File: config.mk
export PLATFORM = sky130hd
export DESIGN_NAME = div_issue_ctrl_flat
export DESIGN_NICKNAME = d
export VERILOG_FILES = /design/src/rtl/div_issue_ctrl_pkg.sv /design/src/rtl/div_issue_ctrl_if.sv /design/src/rtl/div_chan_hs.sv /design/src/rtl/div_issue_ctrl.sv /design/src/flat_wrapper.sv
export SDC_FILE = /design/constraint.sdc
export NUM_CORES = 1
export LEC_CHECK = 0
export BUFFER_PORTS_ARGS = -buffer_cell sky130_fd_sc_hd__buf_2
export CORE_MARGIN = 2
export CORE_UTILIZATION = 39
export CTS_CLUSTER_SIZE = 8
export DETAILED_ROUTE_END_ITERATION = 6
export PLACE_DENSITY = 0.71
export REMOVE_ABC_BUFFERS = 1
export SYNTH_ARGS = -nofsm -noshare
export SYNTH_HDL_FRONTEND = slang
export SYNTH_SLANG_ARGS = --single-unit
File: constraint.sdc
create_clock -name clk -period 1.6 [get_ports clk]
set_input_delay 0.16 -clock clk [delete_from_list [all_inputs] [get_ports clk]]
set_output_delay 0.16 -clock clk [all_outputs]
set_load 0.05 [all_outputs]
File: src/rtl/div_issue_ctrl_pkg.sv
// div_issue_ctrl_pkg: shared types and constants for the divider issue controller.
//   div_state_e    : controller FSM encoding (IDLE..DRAIN)
//   DIV_SIGNED/UNS : index of each divider IP in the 2-bit tvalid/tready/dout_tvalid buses
//   CH_*           : index of each AXI-stream input channel inside the controller
//   DOUT_Q/R_LSB   : slice positions of quotient / remainder in the 64-bit dout word
package div_issue_ctrl_pkg;

    typedef enum logic [2:0] {
        ST_IDLE  = 3'd0,
        ST_ISSUE = 3'd1,
        ST_WAIT  = 3'd2,
        ST_DONE  = 3'd3,
        ST_DRAIN = 3'd4
    } div_state_e;

    localparam int XLEN         = 32;
    localparam int DIV_SIGNED   = 1;
    localparam int DIV_UNSIGNED = 0;
    localparam int NUM_IP       = 2;
    localparam int NUM_CH       = 2;
    localparam int CH_DIVIDEND  = 0;
    localparam int CH_DIVISOR   = 1;
    localparam int DOUT_Q_LSB   = 32;
    localparam int DOUT_R_LSB   = 0;

    // Pick quotient or remainder out of a packed {quotient, remainder} dout word.
    function automatic logic [XLEN-1:0] dout_half(input logic [2*XLEN-1:0] dout, input logic is_mod);
        return is_mod ? dout[DOUT_R_LSB +: XLEN] : dout[DOUT_Q_LSB +: XLEN];
    endfunction

endpackage

File: src/rtl/div_issue_ctrl_if.sv
// div_issue_ctrl_if: bundles the EXE request/response handshake and the divider
// IP AXI-stream channels.
//   master : the controller's view (drives req_ready, resp_*, err_timeout,
//            tdata and tvalid; receives requests, tready and dout)
//   slave  : the environment's view (EXE stage plus the two divider IPs)
// Two-bit buses are indexed [1]=signed IP, [0]=unsigned IP.
interface div_issue_ctrl_if;

    logic        req_valid;
    logic        req_ready;
    logic        req_signed;
    logic        req_mod;
    logic [31:0] req_dividend;
    logic [31:0] req_divisor;
    logic        cancel;
    logic        resp_valid;
    logic        resp_ready;
    logic [31:0] resp_result;
    logic        err_timeout;
    logic [31:0] div_dividend_tdata;
    logic [31:0] div_divisor_tdata;
    logic [1:0]  dividend_tvalid;
    logic [1:0]  divisor_tvalid;
    logic [1:0]  dividend_tready;
    logic [1:0]  divisor_tready;
    logic [1:0]  dout_tvalid;
    logic [63:0] dout_sdata;
    logic [63:0] dout_udata;

    modport master (
        input  req_valid, req_signed, req_mod, req_dividend, req_divisor, cancel,
               resp_ready, dividend_tready, divisor_tready, dout_tvalid, dout_sdata, dout_udata,
        output req_ready, resp_valid, resp_result, err_timeout,
               div_dividend_tdata, div_divisor_tdata, dividend_tvalid, divisor_tvalid
    );

    modport slave (
        output req_valid, req_signed, req_mod, req_dividend, req_divisor, cancel,
               resp_ready, dividend_tready, divisor_tready, dout_tvalid, dout_sdata, dout_udata,
        input  req_ready, resp_valid, resp_result, err_timeout,
               div_dividend_tdata, div_divisor_tdata, dividend_tvalid, divisor_tvalid
    );

endinterface

File: src/rtl/div_chan_hs.sv
// div_chan_hs: one AXI-stream source channel.
//   start    : raise tvalid for a new beat, clear accepted
//   clear    : abandon the beat (tvalid and accepted drop)
//   tready   : sink ready for the IP currently selected
//   tvalid   : held high until tvalid&tready, then dropped on the next edge
//   accepted : set once the beat has been taken, held until start/clear
module div_chan_hs (
    input  logic clk,
    input  logic resetn,
    input  logic start,
    input  logic clear,
    input  logic tready,
    output logic tvalid,
    output logic accepted
);

    always_ff @(posedge clk or negedge resetn) begin
        if (!resetn) begin
            tvalid   <= 1'b0;
            accepted <= 1'b0;
        end else if (clear) begin
            tvalid   <= 1'b0;
            accepted <= 1'b0;
        end else if (start) begin
            tvalid   <= 1'b1;
            accepted <= 1'b0;
        end else if (tvalid && tready) begin
            tvalid   <= 1'b0;
            accepted <= 1'b1;
        end
    end

endmodule

File: src/rtl/div_issue_ctrl.sv
// div_issue_ctrl: sequences the shared signed/unsigned 32-bit divider IPs for EXE.
// Accepts one div/mod request, issues dividend and divisor to the selected IP
// (each channel handshakes independently), captures the single-cycle dout pulse,
// and holds the chosen quotient/remainder until EXE takes it. A cancel after
// any channel has been accepted drains the IP's result so the next op starts clean.
//   clk, resetn : clock, asynchronous active-low reset
//   bus         : request/response and IP channels (see div_issue_ctrl_if)
//   TIMEOUT     : WAIT cycles before the sticky err_timeout is raised
module div_issue_ctrl
    import div_issue_ctrl_pkg::*;
#(
    parameter int TIMEOUT = 64
) (
    input  logic             clk,
    input  logic             resetn,
    div_issue_ctrl_if.master bus
);

    localparam int CW = $clog2(TIMEOUT) + 1;

    div_state_e state, state_nxt;

    logic                           sel_q;
    logic                           mod_q;
    logic [XLEN-1:0]                dvd_q;
    logic [XLEN-1:0]                dvs_q;
    logic [XLEN-1:0]                res_q;
    logic [CW-1:0]                  cnt;
    logic                           err_q;
    logic                           req_ready;
    logic                           ch_start;
    logic                           ch_clear;
    logic                           capture;
    logic                           cnt_clr;
    logic                           dout_hit;
    logic [2*XLEN-1:0]              dout_word;
    logic [NUM_CH-1:0]              ch_tvalid;
    logic [NUM_CH-1:0]              ch_tready;
    logic [NUM_CH-1:0]              ch_acc;
    logic [NUM_CH-1:0]              ch_done;
    logic [NUM_CH-1:0][NUM_IP-1:0]  ip_tready;

    assign ip_tready[CH_DIVIDEND] = bus.dividend_tready;
    assign ip_tready[CH_DIVISOR]  = bus.divisor_tready;

    // One handshake source per input channel; the IP select steers tready in
    // and tvalid out, so the non-selected IP never sees a valid.
    for (genvar g = 0; g < NUM_CH; g++) begin : g_ch
        assign ch_tready[g] = ip_tready[g][sel_q];
        div_chan_hs u_chan (
            .clk      (clk),
            .resetn   (resetn),
            .start    (ch_start),
            .clear    (ch_clear),
            .tready   (ch_tready[g]),
            .tvalid   (ch_tvalid[g]),
            .accepted (ch_acc[g])
        );
    end

    // A channel counts as accepted in the cycle its handshake completes.
    assign ch_done   = ch_acc | (ch_tvalid & ch_tready);
    assign dout_hit  = bus.dout_tvalid[sel_q];
    assign dout_word = (sel_q == 1'(DIV_SIGNED)) ? bus.dout_sdata : bus.dout_udata;
    assign req_ready = (state == ST_IDLE) && !bus.cancel;

    always_ff @(posedge clk or negedge resetn) begin
        if (!resetn) state <= ST_IDLE;
        else         state <= state_nxt;
    end

    always_comb begin
        state_nxt = state;
        ch_start  = 1'b0;
        ch_clear  = 1'b0;
        capture   = 1'b0;
        cnt_clr   = 1'b0;
        case (state)
            ST_IDLE: begin
                if (bus.req_valid && req_ready) begin
                    ch_start  = 1'b1;
                    state_nxt = ST_ISSUE;
                end
            end
            ST_ISSUE: begin
                if (bus.cancel) begin
                    // Nothing reached the IP yet: safe to abandon outright.
                    // Otherwise the pair must be completed and its result drained.
                    if (ch_done == '0) begin
                        ch_clear  = 1'b1;
                        state_nxt = ST_IDLE;
                    end else begin
                        state_nxt = ST_DRAIN;
                    end
                end else if (&ch_done) begin
                    cnt_clr   = 1'b1;
                    state_nxt = ST_WAIT;
                end
            end
            ST_WAIT: begin
                // A result landing with a cancel is simply dropped; there is
                // nothing left in flight to drain.
                if (dout_hit) begin
                    capture   = !bus.cancel;
                    state_nxt = bus.cancel ? ST_IDLE : ST_DONE;
                end else if (bus.cancel) begin
                    state_nxt = ST_DRAIN;
                end
            end
            ST_DONE: begin
                if (bus.cancel || bus.resp_ready) state_nxt = ST_IDLE;
            end
            ST_DRAIN: begin
                if (&ch_acc && dout_hit) state_nxt = ST_IDLE;
            end
            default: state_nxt = ST_IDLE;
        endcase
    end

    always_ff @(posedge clk or negedge resetn) begin
        if (!resetn) begin
            sel_q <= 1'(DIV_UNSIGNED);
            mod_q <= 1'b0;
            dvd_q <= '0;
            dvs_q <= '0;
            res_q <= '0;
        end else begin
            if (ch_start) begin
                sel_q <= bus.req_signed;
                mod_q <= bus.req_mod;
                dvd_q <= bus.req_dividend;
                dvs_q <= bus.req_divisor;
            end
            if (capture) res_q <= dout_half(dout_word, mod_q);
        end
    end

    // WAIT-cycle counter saturates at TIMEOUT; the error flag is sticky until reset.
    always_ff @(posedge clk or negedge resetn) begin
        if (!resetn) begin
            cnt   <= '0;
            err_q <= 1'b0;
        end else begin
            if (cnt_clr)
                cnt <= '0;
            else if (state == ST_WAIT && cnt != CW'(TIMEOUT))
                cnt <= cnt + CW'(1);
            if (state == ST_WAIT && cnt == CW'(TIMEOUT - 1))
                err_q <= 1'b1;
        end
    end

    assign bus.req_ready          = req_ready;
    assign bus.resp_valid         = (state == ST_DONE) && !bus.cancel;
    assign bus.resp_result        = res_q;
    assign bus.err_timeout        = err_q;
    assign bus.div_dividend_tdata = dvd_q;
    assign bus.div_divisor_tdata  = dvs_q;
    assign bus.dividend_tvalid    = sel_q ? {ch_tvalid[CH_DIVIDEND], 1'b0} : {1'b0, ch_tvalid[CH_DIVIDEND]};
    assign bus.divisor_tvalid     = sel_q ? {ch_tvalid[CH_DIVISOR], 1'b0}  : {1'b0, ch_tvalid[CH_DIVISOR]};

endmodule

File: src/flat_wrapper.sv
// flat-port wrapper written by rule: the top's interface ports become plain ports
module div_issue_ctrl_flat import div_issue_ctrl_pkg::*;
#(
    parameter int TIMEOUT = 64
)
  (clk, resetn, bus_req_valid, bus_req_signed, bus_req_mod, bus_req_dividend, bus_req_divisor, bus_cancel, bus_resp_ready, bus_dividend_tready, bus_divisor_tready, bus_dout_tvalid, bus_dout_sdata, bus_dout_udata, bus_req_ready, bus_resp_valid, bus_resp_result, bus_err_timeout, bus_div_dividend_tdata, bus_div_divisor_tdata, bus_dividend_tvalid, bus_divisor_tvalid);
  div_issue_ctrl_if bus_i ();
  input  logic clk;
  input  logic resetn;
  input wire logic [$bits(bus_i.req_valid)-1:0] bus_req_valid;
  input wire logic [$bits(bus_i.req_signed)-1:0] bus_req_signed;
  input wire logic [$bits(bus_i.req_mod)-1:0] bus_req_mod;
  input wire logic [$bits(bus_i.req_dividend)-1:0] bus_req_dividend;
  input wire logic [$bits(bus_i.req_divisor)-1:0] bus_req_divisor;
  input wire logic [$bits(bus_i.cancel)-1:0] bus_cancel;
  input wire logic [$bits(bus_i.resp_ready)-1:0] bus_resp_ready;
  input wire logic [$bits(bus_i.dividend_tready)-1:0] bus_dividend_tready;
  input wire logic [$bits(bus_i.divisor_tready)-1:0] bus_divisor_tready;
  input wire logic [$bits(bus_i.dout_tvalid)-1:0] bus_dout_tvalid;
  input wire logic [$bits(bus_i.dout_sdata)-1:0] bus_dout_sdata;
  input wire logic [$bits(bus_i.dout_udata)-1:0] bus_dout_udata;
  output wire logic [$bits(bus_i.req_ready)-1:0] bus_req_ready;
  output wire logic [$bits(bus_i.resp_valid)-1:0] bus_resp_valid;
  output wire logic [$bits(bus_i.resp_result)-1:0] bus_resp_result;
  output wire logic [$bits(bus_i.err_timeout)-1:0] bus_err_timeout;
  output wire logic [$bits(bus_i.div_dividend_tdata)-1:0] bus_div_dividend_tdata;
  output wire logic [$bits(bus_i.div_divisor_tdata)-1:0] bus_div_divisor_tdata;
  output wire logic [$bits(bus_i.dividend_tvalid)-1:0] bus_dividend_tvalid;
  output wire logic [$bits(bus_i.divisor_tvalid)-1:0] bus_divisor_tvalid;
  assign bus_i.req_valid = bus_req_valid;
  assign bus_i.req_signed = bus_req_signed;
  assign bus_i.req_mod = bus_req_mod;
  assign bus_i.req_dividend = bus_req_dividend;
  assign bus_i.req_divisor = bus_req_divisor;
  assign bus_i.cancel = bus_cancel;
  assign bus_i.resp_ready = bus_resp_ready;
  assign bus_i.dividend_tready = bus_dividend_tready;
  assign bus_i.divisor_tready = bus_divisor_tready;
  assign bus_i.dout_tvalid = bus_dout_tvalid;
  assign bus_i.dout_sdata = bus_dout_sdata;
  assign bus_i.dout_udata = bus_dout_udata;
  assign bus_req_ready = bus_i.req_ready;
  assign bus_resp_valid = bus_i.resp_valid;
  assign bus_resp_result = bus_i.resp_result;
  assign bus_err_timeout = bus_i.err_timeout;
  assign bus_div_dividend_tdata = bus_i.div_dividend_tdata;
  assign bus_div_divisor_tdata = bus_i.div_divisor_tdata;
  assign bus_dividend_tvalid = bus_i.dividend_tvalid;
  assign bus_divisor_tvalid = bus_i.divisor_tvalid;
  div_issue_ctrl #(.TIMEOUT(TIMEOUT)) u_core (.clk(clk), .resetn(resetn), .bus(bus_i));
endmodule
=== After elaboration in Yosys (flattened, before gate mapping) ===
Index checks and enable logic that the tools add are counted.

* Register bits: 113
* Bits of input ports: 205
* Output and inout bits: 103
* Logic and storage cells: 89

* Add/sub/neg operators: 1
* Order comparisons: 1
* Equality and inequality tests: 11
* Muxes and demuxes: 44
* Bitwise operators: 2
* Reductions and logical operators: 18

{| class="wikitable"
|+ Operators with widths
! cell !! count
|-
| $mux 64 || 1
|-
| $mux 32 || 1
|-
| $mux 1 || 28
|-
| $mux 3 || 8
|-
| $pmux 3 s5 || 1
|-
| $mux 7 || 2
|-
| $logic_and 1x1->1 || 8
|-
| $add 7x1->7 const B || 1
|-
| $eq 7x6->1 const B || 1
|-
| $ne 7x7->1 const B || 1
|-
| $eq 3x2->1 const B || 2
|-
| $mux 2 || 3
|-
| $ne 3x2->1 const B || 2
|-
| $reduce_bool 3->1 || 2
|-
| $reduce_and 5->1 || 1
|-
| $ne 2x1->1 const B || 2
|-
| $reduce_and 2->1 || 2
|-
| $eq 3x1->1 const B || 1
|-
| $eq 3x3->1 const B || 1
|-
| $logic_not 3->1 || 1
|-
| $and 2x2->2 || 1
|-
| $logic_not 2->1 || 1
|-
| $lt 1x2->1 const B || 1
|-
| $ne 2x2->1 const B || 1
|-
| 4 further kinds || 4
|}

=== Depth between registers and ports, before layout ===
* Depth after elaboration: 9
* Gate-level depth with buffers: 6
* Mapped depth without buffers: 6

=== Hierarchy ===
Synthesis repeated with hierarchy kept, for this count alone.

* Cell total of the unflattened synthesis: 351
* Area total of the unflattened synthesis: 5375.2 um^2

{| class="wikitable"
|+ Modules (own cells, without submodules)
! module !! times used !! cells each !! area each (um^2) !! sequential area each (um^2)
|-
| div_issue_ctrl || 1 || 337 || 5217.5 || 2727.6
|-
| div_chan_hs || 2 || 7 || 78.8 || 50.0
|}

=== Least setup slack after synthesis ===
Ideal clock, no wire load.

* Kind: register -> register
* From: reg u_core.state[2]
* To: reg u_core.dvs_q[3], in the netlist u_core.bus.div_divisor_tdata[3]
* Library setup time: 128 ps
* Arrival: 2383 ps
* Required time: 1472 ps
* Slack: -910 ps
* Stages on the path, launching flop included: 7
* Path buffers: 3
* Clock period less this slack: 2510 ps
* Path through: dfrtp_1 > buf_4 > nor4_2 > and2_1 > buf_4 > buf_4 > mux2_1

* Word-level cells in the longest chain between the ends: 5

{| class="wikitable"
|+ Ends and longest elaborated chain
! item !! line !! text
|-
| from (decl) || div_issue_ctrl.sv:21 || <nowiki>div_state_e state, state_nxt;</nowiki>
|-
| from (signal assigned) || div_issue_ctrl.sv:69 || <nowiki>else state <= state_nxt;</nowiki>
|-
| $logic_not 3->1 || div_issue_ctrl.sv:65 || <nowiki>assign req_ready = (state == ST_IDLE) && !bus.cancel;</nowiki>
|-
| $logic_and 1x1->1 || div_issue_ctrl.sv:65 ||
|-
| via bus_req_ready || flat_wrapper.sv:22 || <nowiki>output wire logic [$bits(bus_i.req_ready)-1:0] bus_req_ready;</nowiki>
|-
| $logic_and 1x1->1 || div_issue_ctrl.sv:80 || <nowiki>if (bus.req_valid && req_ready) begin</nowiki>
|-
| $mux 1 || div_issue_ctrl.sv:80 ||
|-
| $mux 1 || div_issue_ctrl.sv:78 || <nowiki>case (state)</nowiki>
|-
| to (signal assigned) || div_issue_ctrl.sv:132 || <nowiki>dvs_q <= bus.req_divisor;</nowiki>
|-
| to (decl) || div_issue_ctrl.sv:26 || <nowiki>logic [XLEN-1:0] dvs_q;</nowiki>
|}

The timed path passes the listed nets, and every way through them passes these cells.
A chain may end at the register's enable or synchronous reset.

=== Worst setup path after layout ===
* From: reg u_core.state[0]
* To: reg u_core.dvs_q[26], in the netlist u_core.bus.div_divisor_tdata[26]

* Word-level cells in the longest chain between the ends: 5

{| class="wikitable"
|+ Ends and longest elaborated chain
! item !! line
|-
| $logic_not 3->1 * || div_issue_ctrl.sv:65, div_issue_ctrl.sv:78
|-
| $logic_and 1x1->1 || div_issue_ctrl.sv:65
|-
| $logic_and 1x1->1 || div_issue_ctrl.sv:80
|-
| $mux 1 || div_issue_ctrl.sv:80
|-
| $mux 1 * || div_issue_ctrl.sv:78
|}

Mark *: on every way between the ends. The rest lies on a longest branch, timed or not.

==> impl_metrics.yaml <==
layout:
  finalNetCount: 966
  register_area_um2: 2830
  layout_common_cells: "300 x buf_2, 111 x dfrtp_1, 68 x mux2_4, 67 x dlygate4sd3_1, 32 x mux4_2"
  n_fill_cell: 891
  syn_to_final_growth_pct: 74.6
  layout_commonest_cell: "buf_2"
  drive_gt1_share_pct: 69.2
  multi_input_area_um2: 2700
  layout.cells.non_filler: 949
  final_util_pct: 70.2
die:
  core.rowCount: 42
  die_w_um: 121
  core_area_um2: 13300
  io_pins: 308
  start_util_pct: 40.2
  die_area_um2: 14700
  die_h_um: 121
sta:
  setup_viol: 108
  max-slew-margin-rel_pct: 70.0
  drv_slew: 0
  min_period_ns: 1.77
  fin_skew_ns: 0.00342
  grt_setup_unrepaired: "yes"
  worst_slew_pin_slew_ns: 0.448
  fmax_mhz: 564
  fin_crit_sh_pct: 111
  setup_ws_ns: -0.173
  hold_viol: 0
  timing.hold.ws_ns: 0.155
power_and_ir_drop:
  p_leak_nw: 4.69
  power_density_nw_per_um2: 2270
  vdd_ir_drop_max_uv: 1550
cts:
  htreeDepth: 4
  clock_latency_ns: 0.40
  clkSinkCount: 113
  clockRootBuffer: "clkbuf_16"
  cts_buffers: 17
  clock_path_buffers: 2
  clk_pin_slew_ns: 0.06
  cts_tree: "yes"
worst_setup_path:
  cp_slowest_stage_delay_ns: 0.44
  crit_type: "flop to flop"
  timing.rr.end: "u_core.bus.div_divisor_tdata[26]"
  critical_path.top_delay_family: "simple AND/OR/NAND/NOR gates"
  critPathArrivalTime_ns: 2.06
  startpoint_type: "flop"
  r2r_setup_slack_ns: -0.17
  crit_path_end_kind: "flop"
  r2r_cells: 5
  cp.required_ns: 1.89
  cp_slowest_cell: "dfrtp_2"
  worst-path-buf-inv: 2
  setup.worst_path.start: "u_core.state[0]"
  r2r_start: "u_core.state[0]"
  path_max_fanout: 6
  cp_cell_sequence: "nor4_4 -> and2_4 -> buf_12 -> buf_6 -> mux2_2"
global_routing:
  grt_overflow_total: 0
  grt_util_all_layers_pct: 24.4
  grt_pass1_wl_mm: 26.8
  antenna_found_initial: 0
  grt_pass1_vias: 5081
  grt_max_degree: 74
outcome:
  violations: "negative setup slack"
  outcome: "complete, but fails checks"
placed_design:
  numPortBuffers: 307
  place_inst: 825
  hpwl_mm: 12.2
  place.gp.congestion: 0.974
detailed_routing:
  vias: 4795
  drc_errors: 0
  ant_nets: 0
  initialDrtViolationCount: 310
  wl_per_cell_um: 20.3
  routed_wl_mm: 19.2
  first_pass_iters: 4
  vias_per_cell: 5.05
synth:
  synth_top_cell_by_area: "dfrtp_1"
  synthDistinctLibCells: 40
  ys_seq_area_share_pct: 52.7
  synth.avg_cell_area_um2: 15.8
  yosys_register_bits: 113
  synthTopCellsByArea: "dfrtp_1 53%, mux2_2 15%, mux4_2 13%"
  synth_cells: 340
  ys.flop_type: "dfrtp_1"
  synth_edf_count: 0
  netlist.area_leader.share_pct: 52.7
  synth_area_um2: 5360
  synth-async-reset-ratio_pct: 100
  yosysWarnings: 0
run:
  drv_cap: 0
min_path:
  worstHoldPathType: "primary input to async pin"
cell families after synthesis:
family / count (synthesis) / synth area share (%)
AO/OA/AOI/OAI: 14 / 2.45
XOR/XNOR: 6 / 0.980
adder cells (fa/ha/maj): 2 / 0.466
buffers and inverters: 25 / 3.31
flip-flops: 113 / 52.7
multiplexers: 135 / 35.2
AND/OR/NAND/NOR: 45 / 4.88
where the power goes:
part | switching, W | total (W) | internal, W
Clock | 0.00136 | 0.00432 | 0.00297
Combinational | 0.00715 | 0.0118 | 0.00464
Sequential | 0.000899 | 0.00513 | 0.00423
worst register-to-register path, stage by stage, from the launching register on:
cell and delay [ns]:
dfrtp_2 0.44, nor4_4 0.32, and2_4 0.26, buf_12 0.14, buf_6 0.14, mux2_2 0.35
synth_stat cells, types with 2 or more instances:
cell / instances
mux4_2: 32
a21oi_1: 4
mux2_4: 2
mux2_2: 70
nand4_1: 2
nor3_1: 3
xor2_1: 5
and2_1: 3
nor2_1: 16
ha_1: 2
mux2_1: 31
nand2_1: 6
and3_1: 4
buf_2: 4
dfrtp_1: 113
buf_4: 5
o21a_1: 2
buf_6: 8
clkbuf_1: 4
inv_1: 4
registers in the layout (all words and copies together) (netlist names):
name	cells
u_core.cnt	7
u_core.bus.div_divisor_tdata	32
u_core.sel_q	1
u_core.state	3
u_core.mod_q	1
u_core.g_ch.u_chan.tvalid	2
u_core.g_ch.u_chan.accepted	2
u_core.bus.div_dividend_tdata	32
u_core.bus.err_timeout	1
u_core.bus.resp_result	32
final cells by class:
class / count / area share (%)
Timing Repair Buffer: 421 / 31.2
Sequential cell: 113 / 30.2
Antenna cell: 1 / 0.0267
Clock buffer: 19 / 4.73
Clock inverter: 13 / 2.47
Multi-Input combinational cell: 202 / 28.8
Inverter: 4 / 0.160
Tap cell: 176 / 2.35
worst max path at each step:
stage / to / slack [ns] / cells past startpoint
2_1_floorplan: u_core.sel_q / -2.23 / 3
3_3_place_gp: u_core.bus.div_dividend_tdata[19] / -0.11 / 4
3_5_place_dp: u_core.bus.div_dividend_tdata[8] / -0.18 / 4
4_1_cts: u_core.state[1] / -0.13 / 6
5_1_grt: u_core.bus.div_divisor_tdata[26] / -0.22 / 6
6_report: u_core.bus.div_divisor_tdata[26] / -0.17 / 5
through the flow:
step | cell area, µm² | setup TNS (ns) | setup slack (ns) | power, W
6_report | 9360 | -10.36 | -0.173 | 0.0213
5_1_grt | 9360 | -16.53 | -0.225 | 0.0221
4_1_cts | 8890 | -8.42 | -0.125 | 0.0205
3_5_place_dp | 7210 | -12.87 | -0.180 | 0.0151
3_3_place_gp | 7210 | -7.40 | -0.108 | 0.0148
2_1_floorplan | 5200 | -211.44 | -2.23 | 0.0123
layer usage:
layer / up-vias / track usage (%) / wire, µm
li1: 2118 / - / -
met1: 2424 / 28.4 / 7590
met2: 210 / 43.3 / 9980
met3: 43 / 5.50 / 1150
met4: 0 / 10.1 / 524
met5: - / 0 / 0
repair_timing:
item	CTS	global route
hold buffers	65	2
pin swaps	5	6
setup endpoints to repair	110	114
gates resized for setup	53	55
endpoints found under the hold margin	177	2
buffers inserted	7	6
gates cloned	3	9
Power figures use the tool's default switching activity.
